### config.mk
export PLATFORM = sky130hd
export DESIGN_NAME = nibble_frame_tx
export DESIGN_NICKNAME = d
export VERILOG_FILES = /design/src/rtl/nibble_frame_tx.sv
export SDC_FILE = /design/constraint.sdc
export NUM_CORES = 1
export LEC_CHECK = 0
export ABC_AREA = 1
export ABC_CLOCK_PERIOD_IN_PS = 1800
export CAP_MARGIN = 25
export CORE_AREA = 2 2 96 61
export DETAILED_ROUTE_END_ITERATION = 10
export DIE_AREA = 0 0 98 63
export DONT_BUFFER_PORTS = 1
export PLACE_DENSITY = 0.58
export SYNTH_ARGS = -nofsm -noshare
export SYNTH_HDL_FRONTEND = slang
export SYNTH_SLANG_ARGS = --single-unit
### constraint.sdc
create_clock -name clk_2 -period 1.8 [get_ports clk_2]
set_input_delay 0.18 -clock clk_2 [delete_from_list [all_inputs] [get_ports clk_2]]
set_output_delay 0.18 -clock clk_2 [all_outputs]
set_load 0.02 [all_outputs]
### src/rtl/nibble_frame_tx.sv
// Nibble frame transmitter: queues whole frames in a small FIFO and sends each
// one as NBEAT req-qualified beats, LSB beat first, with a forced idle gap between frames.
module nibble_frame_tx #(
  parameter int DW    = 4,
  parameter int NBEAT = 4,
  parameter int DEPTH = 2,
  parameter int GAP   = 2
) (
  input  logic                      clk_2,
  input  logic                      rst,
  input  logic                      in_valid,
  output logic                      in_ready,
  input  logic [DW*NBEAT-1:0]       in_frame,
  input  logic                      hold,
  output logic                      req,
  output logic [DW-1:0]             data,
  output logic                      frame_start,
  output logic                      frame_end,
  output logic [$clog2(DEPTH):0]    level,
  output logic                      busy
);

  localparam int AW = $clog2(DEPTH);
  localparam int LW = AW + 1;
  localparam int BW = $clog2(NBEAT);
  localparam int FW = DW * NBEAT;

  typedef enum logic [1:0] {ST_IDLE, ST_SEND, ST_GAP} state_t;

  state_t          state, state_next;
  logic [BW-1:0]   beat, beat_next;
  logic [3:0]      gap_cnt, gap_next;
  logic [AW-1:0]   wr_ptr, rd_ptr;
  logic [FW-1:0]   mem [DEPTH];
  logic [FW-1:0]   head;
  logic            push, pop, last_beat;

  assign in_ready  = (level < LW'(DEPTH));
  assign push      = in_valid && in_ready;
  assign last_beat = (beat == BW'(NBEAT - 1));
  assign pop       = (state == ST_SEND) && !hold && last_beat;
  assign head      = mem[rd_ptr];

  always_ff @(posedge clk_2 or posedge rst) begin
    if (rst) begin
      state   <= ST_IDLE;
      beat    <= '0;
      gap_cnt <= '0;
    end else begin
      state   <= state_next;
      beat    <= beat_next;
      gap_cnt <= gap_next;
    end
  end

  // The gap decision looks at level after the pop, which is already registered while in ST_GAP.
  always_comb begin
    state_next = state;
    beat_next  = beat;
    gap_next   = gap_cnt;
    case (state)
      ST_IDLE: begin
        if (level != '0) begin
          state_next = ST_SEND;
          beat_next  = '0;
        end
      end
      ST_SEND: begin
        if (!hold) begin
          if (last_beat) begin
            state_next = ST_GAP;
            beat_next  = '0;
            gap_next   = 4'(GAP);
          end else begin
            beat_next = beat + BW'(1);
          end
        end
      end
      ST_GAP: begin
        gap_next = gap_cnt - 4'd1;
        if (gap_cnt == 4'd1) begin
          state_next = (level != '0) ? ST_SEND : ST_IDLE;
          beat_next  = '0;
        end
      end
      default: begin
        state_next = ST_IDLE;
        beat_next  = '0;
        gap_next   = '0;
      end
    endcase
  end

  always_ff @(posedge clk_2 or posedge rst) begin
    if (rst) begin
      wr_ptr <= '0;
      rd_ptr <= '0;
      level  <= '0;
    end else begin
      if (push) wr_ptr <= wr_ptr + AW'(1);
      if (pop)  rd_ptr <= rd_ptr + AW'(1);
      case ({push, pop})
        2'b10:   level <= level + LW'(1);
        2'b01:   level <= level - LW'(1);
        default: level <= level;
      endcase
    end
  end

  // Payload storage needs no reset; the cleared pointers and level make old entries unreachable.
  always_ff @(posedge clk_2) begin
    if (push) mem[wr_ptr] <= in_frame;
  end

  always_comb begin
    req         = (state == ST_SEND) && !hold;
    data        = req ? head[beat*DW +: DW] : '0;
    frame_start = req && (beat == '0);
    frame_end   = req && last_beat;
    busy        = (state != ST_IDLE) || (level != '0);
  end

endmodule
==> results of run 1 <==
==> state kept, by name, indices dropped and copies added, names as in the netlist <==
name     cells
level        2
rd_ptr       1
gap_cnt      4
beat         2
state        2
mem         32
wr_ptr       1
==> path summary, 6_finish.rpt <==
path	from	endpoint	slack, ps	depth (start not counted)
min in group asynchronous	rst	beat[0]$_DFFE_PP0P_	350	2
worst min register to register	gap_cnt[3]$_DFFE_PP0P_	gap_cnt[3]$_DFFE_PP0P_	540	3
worst max register to register	state[1]$_DFFE_PP0P_	level[1]$_DFFE_PP0P_	130	8
max in group asynchronous	rst	rd_ptr$_DFFE_PP0P_	1090	2
worst max-delay path	rd_ptr$_DFFE_PP0P_	data[1]	100	8
worst min-delay path	in_valid	wr_ptr$_DFFE_PP0P_	130	2
==> through the flow <==
step | instance area (sq um) | TNS, ps | total power [mW] | util [%]
finish | 2630 | 0 | 3.90 | 49.2
global route | 2630 | 0 | 4.20 | 49.2
CTS | 2590 | 0 | 3.89 | 48.6
detailed placement | 2290 | 0 | 2.96 | 42.9
global placement | 2290 | 0 | 2.95 | 42.9
floorplan | 2140 | -4530 | 2.58 | -
==> area by class of cell <==
cell class                      instances  area (sq um)
Fill cell                             507          2710
Sequential cell                        44          1260
Multi-Input combinational cell        139           687
Timing Repair Buffer                   35           310
Inverter                               39           151
Tap cell                               69          86.3
Clock buffer                            5          68.8
Clock inverter                          2          60.1
==> power by group <==
part | total (mW) | switching (mW) | internal [mW]
clock | 0.872 | 0.325 | 0.546
sequential | 1.51 | 0.164 | 1.35
combinational | 1.52 | 0.937 | 0.582
total | 3.90 | 1.43 | 2.48
==> critical path: cells and delay by family, from the launching register on <==
kind | cells | cell delay (ps)
flip-flops | 1 | 500
AND/OR/NAND/NOR | 6 | 400
buffers and inverters | 2 | 340
==> metal layers <==
metal  global-route usage [%]  part of all wire, %  up-vias
li1                         -                    -      784
met1                     20.1                   52      692
met2                     19.6                   42       29
met3                     3.91                  5.0        5
met4                     5.21                  1.3        0
met5                        0                    0        -
==> what timing repair did <==
action | CTS | global route
setup buffers | 0 | 2
gates resized for setup | 3 | 6
hold buffers | 17 | 0
endpoints found under the hold margin | 44 | 0
gates cloned | 0 | 1
setup endpoints to repair | 4 | 5
==> synth_stat cells, types with 2 or more instances <==
| cell type | count |
|---|---|
| a21oi_1 | 5 |
| buf_6 | 3 |
| dfrtp_1 | 12 |
| edfxtp_1 | 32 |
| ha_1 | 10 |
| inv_1 | 37 |
| inv_2 | 2 |
| nand2_1 | 65 |
| nand3_1 | 16 |
| nor2_1 | 26 |
| o21ai_0 | 10 |
| xor2_1 | 3 |
==> kinds of logic (layout without fill, tap and decap cells) <==
group / count (synthesis) / in the layout / synth area share, %
AND/OR/NAND/NOR: 110 / 110 / 20.8
flip-flops: 44 / 44 / 59.1
buffers and inverters: 43 / 81 / 9.09
AO/OA/AOI/OAI: 15 / 15 / 3.52
adder cells (fa/ha/maj): 10 / 10 / 5.86
XOR/XNOR: 4 / 4 / 1.64
==> out/qor.txt, run 1 <==
Worst-Margin Slew: 498 ps
most common cell after layout, fill and taps aside: nand2_1
ratio of cells with drive above 1 in the final layout: 13.3%
Fin. Hold Viols: 0
# nets final: 294
final clock skew: 5.37 ps
most frequent cells in the layout: nand2_1 (64), inv_1 (35), edfxtp_1 (32)
worst hold path type: in -> reg
Ports: 31
Synth Instances: 226
Worst path max stage delay: 500 ps
area fraction of the dominant cell type after synthesis: 45.0%
DRT iter0 DRCs: 68
ranking of synthesized cells by area: edfxtp_1 (45%), dfrtp_1 (14%), nand2_1 (11%)
outcome: complete, no violations
HPWL Detailed: 2890 microns
vias in the first global route: 1,417
initial antenna violation count: 0
min cycle time layout: 1700 ps
leakage: 1.20 nW
period utilisation layout: 94.2%
Starting Density: 40.0%
crit path kind: reg -> out
RSZ-0062 raised after global routing: false
H-tree lvl count: 2
power per cell area: 1490 nW/um^2
Setup crit end kind: primary output
worst hold slack: 129 ps
largest area contributor in the netlist: edfxtp_1
max_cap viols: 0
Die Span X: 98 microns
Inst Count DP: 306
drt total wl: 4060 microns
Post-synth EDFFs: 32
Total GRT Usage: 13.8%
Cell variety after synth: 17
FP Rows: 21
global-route wire length before repair: 6680 microns
Max rail drop VDD: 918 uV
Final Max Tran Viols: 0
Critical Path AT: 1520 ps
P&R area growth vs syn: 23.0%
clk_lat worst skew: 290 ps
number of routed nets with antenna violations: 0
Post-Syn Area: 2130 sq um
clock sinks: 44
CTS tree: done
die area: 6170 sq um
Num CTS Buffers: 5
Top FF cell, synth: edfxtp_1
Max-Slew Margin vs Limit: 66.8%
sequential area share after synthesis: 59.1%
vias per cell: 4.53
worst path cell trace: buf_4 -> nor2_1 -> nor2_1 -> nand2_1 -> nand2_1 -> nor2_1 -> nor2_1 -> buf_4
GPL Wtd Cong: 0.782
Wirelength per Cell: 12.2 microns
largest net degree at the start of global routing: 17
IO buf count: 0
Max Freq: 589 MHz
Clock Path Buffers: 2
GRT overflow: 0
antenna cells: 0
CP max-delay cell: dfrtp_2
worst-path fanout max: 9
Startpoint Class: flop
Synth Register Bits: 44
Root Buffer: clkbuf_8
Die H: 63 microns
clk slew on worst S/H paths: 80 ps
TritonRoute pass-1 iters: 4
dpl ws: 85.3 ps
DR vias: 1,510
ys async rst share: 27.3%
Final Non-Filler Cells: 333
Core ar.: 5330 sq um
syn_nets: 256
most used cell, CP: nor2_1
Ys Warns: 0
CP Data Required Time: 1620 ps
Avg Inst Size Synth: 9.44 sq um
DR DRC count: 0
final-report setup violation count: 0
smallest setup slack after layout: 104 ps
Power figures use the tool's default switching activity.
==> inputs of run 2 (changes only) <==
--- a/config.mk
+++ b/config.mk
@@ -6,13 +6,12 @@
 export NUM_CORES = 1
 export LEC_CHECK = 0
 export ABC_AREA = 1
-export ABC_CLOCK_PERIOD_IN_PS = 1800
-export CAP_MARGIN = 25
+export ABC_CLOCK_PERIOD_IN_PS = 1910
 export CORE_AREA = 2 2 96 61
 export DETAILED_ROUTE_END_ITERATION = 10
 export DIE_AREA = 0 0 98 63
 export DONT_BUFFER_PORTS = 1
-export PLACE_DENSITY = 0.58
+export PLACE_DENSITY = 0.56
 export SYNTH_ARGS = -nofsm -noshare
 export SYNTH_HDL_FRONTEND = slang
 export SYNTH_SLANG_ARGS = --single-unit
==> constraint.sdc (replaced) <==
create_clock -name clk_2 -period 1.91 [get_ports clk_2]
set_input_delay 0.191 -clock clk_2 [delete_from_list [all_inputs] [get_ports clk_2]]
set_output_delay 0.191 -clock clk_2 [all_outputs]
set_load 0.02 [all_outputs]
==> out/qor.txt, run 2 (same netlist as run 1, synthesis figures left out) <==
worst hold stages: 2 (unchanged)
Hold Path Sink: wr_ptr$_DFFE_PP0P_ (unchanged)
Die Span X: 98 microns (unchanged)
clk slew on worst S/H paths: 70 ps (was 80 ps)
IO buf count: 0 (unchanged)
Critical Path AT: 1590 ps (was 1520 ps)
total power draw: 3.31 mW (was 3.90 mW)
fillcell total: 546 (was 507)
most frequent cells in the layout: nand2_1 (65), inv_1 (37), edfxtp_1 (32) (was nand2_1 (64), inv_1 (35), edfxtp_1 (32))
DRT iter0 DRCs: 111 (was 68)
r2r worst-path depth: 8 (unchanged)
TritonRoute pass-1 iters: 4 (unchanged)
Total GRT Usage: 14.0% (was 13.8%)
die area: 6170 sq um (unchanged)
WL met2: 1670 microns (was 1690 microns)
CP max-delay cell: dfrtp_1 (was dfrtp_2)
Max-Slew Margin vs Limit: 65.5% (was 66.8%)
final clock skew: 8.35 ps (was 5.37 ps)
Root Buffer: clkbuf_8 (unchanged)
worst-path fanout max: 5 (was 9)
M1 WL: 2070 microns (was 2120 microns)
HPWL Detailed: 2900 microns (was 2890 microns)
Num CTS Buffers: 5 (unchanged)
ratio of cells with drive above 1 in the final layout: 8.49% (was 13.3%)
Core ar.: 5330 sq um (unchanged)
delay-heaviest family, CP: buffers and inverters (was flip-flops)
worst path cell trace: inv_1 -> ha_1 -> nand2_1 -> inv_1 -> nand2_1 -> nor2_1 -> buf_4 (was buf_4 -> nor2_1 -> nor2_1 -> nand2_1 -> nand2_1 -> nor2_1 -> nor2_1 -> buf_4)
Wirelength per Cell: 12.3 microns (was 12.2 microns)
CP Data Required Time: 1720 ps (was 1620 ps)
RSZ-0062 raised after global routing: false (unchanged)
GPL Wtd Cong: 0.799 (was 0.782)
Int Power: 1.99 mW (was 2.48 mW)
Worst path max stage delay: 420 ps (was 500 ps)
DR vias: 1,493 (was 1,510)
FP Rows: 21 (unchanged)
GRT overflow: 0 (unchanged)
Sw Ratio: 39.8% (was 36.5%)
Clk pwr share: 16.4% (was 22.3%)
hold path start: in_valid (unchanged)
global-route wire length before repair: 6680 microns (unchanged)
sequential power share: 43.5% (was 38.8%)
max layer used: met4 (unchanged)
worst hold slack: 160 ps (was 129 ps)
vias in the first global route: 1,342 (was 1,417)
worst r2r src: state[1]$_DFFE_PP0P_ (unchanged)
clk_lat worst skew: 290 ps (about the same)
DR DRC count: 0 (unchanged)
initial antenna violation count: 0 (unchanged)
CTS tree: done (unchanged)
max_cap viols: 0 (unchanged)
vias per cell: 4.55 (was 4.53)
number of routed nets with antenna violations: 0 (unchanged)
P&R area growth vs syn: 17.9% (was 23.0%)
Starting Density: 40.0% (unchanged)
Worst-Margin Slew: 517 ps (was 498 ps)
Max rail drop VDD: 603 uV (was 918 uV)
WL met3: 255 microns (was 203 microns)
CP Buf/Inv Count: 3 (was 2)
switching power: 1.32 mW (was 1.43 mW)
max reg flops: 32 (unchanged)
r2r endpoint: level[1]$_DFFE_PP0P_ (unchanged)
largest net degree at the start of global routing: 21 (was 17)
antenna cells: 0 (unchanged)
Startpoint Class: flop (unchanged)
Final Max Tran Viols: 0 (unchanged)
Die H: 63 microns (unchanged)
most common cell after layout, fill and taps aside: nand2_1 (unchanged)
outcome: complete, no violations (unchanged)
H-tree lvl count: 2 (unchanged)
Setup crit end kind: primary output (unchanged)
min cycle time layout: 1780 ps
R2R Setup Slk: 230 ps (was 130 ps)
leakage: 1.14 nW (was 1.20 nW)
Largest Register: mem (unchanged)
crit path kind: reg -> out (unchanged)
post-CTS sizing: 0 (was 3)
Max Freq: 560 MHz
Largest regs: mem: 32 flops, gap_cnt: 4 flops (unchanged)
setup TNS: 0 ps (unchanged)
worst hold path type: in -> reg (unchanged)
final-report setup violation count: 0 (unchanged)
clock sinks: 44 (unchanged)
Clock Path Buffers: 2 (unchanged)
Combinational Power Share: 40.0% (was 38.9%)
Ports: 31 (unchanged)
# nets final: 288 (was 294)
Fin. Hold Viols: 0 (unchanged)
period utilisation layout: 93.4%
power per cell area: 1320 nW/um^2 (was 1490 nW/um^2)
drt total wl: 4040 microns (was 4060 microns)
[run 2: stage by stage]
stage	setup WS, ps	utilization, %	std cells	area, sq um
2_1_floorplan	-29.7	-	226	2140
3_3_place_gp	273	42.5	303	2270
3_5_place_dp	223	42.5	303	2270
4_1_cts	118	47.2	328	2520
5_1_grt	9.27	47.2	328	2520
6_report	126	47.2	328	2520
[run 2: timing repair]
| item | 4_1_cts | 5_1_grt |
|---|---|---|
| hold endpoints to repair | 44 | 0 |
| endpoints found under the setup margin | 0 | 0 |
| hold buffers | 17 | 0 |
| buffers inserted | 0 | 0 |
[run 2: worst register-to-register path, stage by stage, from the launching register on]
cell	delay, ps
dfrtp_1	420
inv_1	110
ha_1	170
nand2_1	90
nor2_2	130
ha_1	270
a21oi_1	110
o21ai_0	110
xor2_1	160
[run 2: power groups by stage]
stage               Clock [mW]  Sequential [mW]  Combinational, mW
finish                   0.544             1.44               1.33
global route             0.609             1.47               1.52
CTS                      0.565             1.44               1.34
detailed placement           0             1.47               1.30
global placement             0             1.46               1.31
floorplan                    0             1.43               1.01
[run 2: final cells by class]
class | instances | area [sq um] | area share [%]
timing repair buffer | 29 | 260 | 10.3
multi-input combinational | 139 | 682 | 27.1
clock buffer | 7 | 76.3 | 3.03
sequential | 44 | 1260 | 50.1
clock inverter | 1 | 3.75 | 0.149
inverter | 39 | 146 | 5.82
tap | 69 | 86.3 | 3.43
[run 2: worst max-delay path by stage]
stage / startpoint / to / cells after the start
6_report: state[1]$_DFFE_PP0P_ / data[0] / 7
4_1_cts: state[1]$_DFFE_PP0P_ / data[3] / 7
3_3_place_gp: state[1]$_DFFE_PP0P_ / level[1]$_DFFE_PP0P_ / 8
3_5_place_dp: state[1]$_DFFE_PP0P_ / level[1]$_DFFE_PP0P_ / 8
2_1_floorplan: level[1]$_DFFE_PP0P_ / mem[1][0]$_DFFE_PP_ / 3
5_1_grt: state[1]$_DFFE_PP0P_ / data[1] / 7
[run 2: routing by layer]
layer  vias to the layer above  global-route usage (%)
met5                         -                       0
met4                         0                    4.69
met3                         4                    4.59
met2                        38                    18.8
met1                       678                    21.0
li1                        773                       -
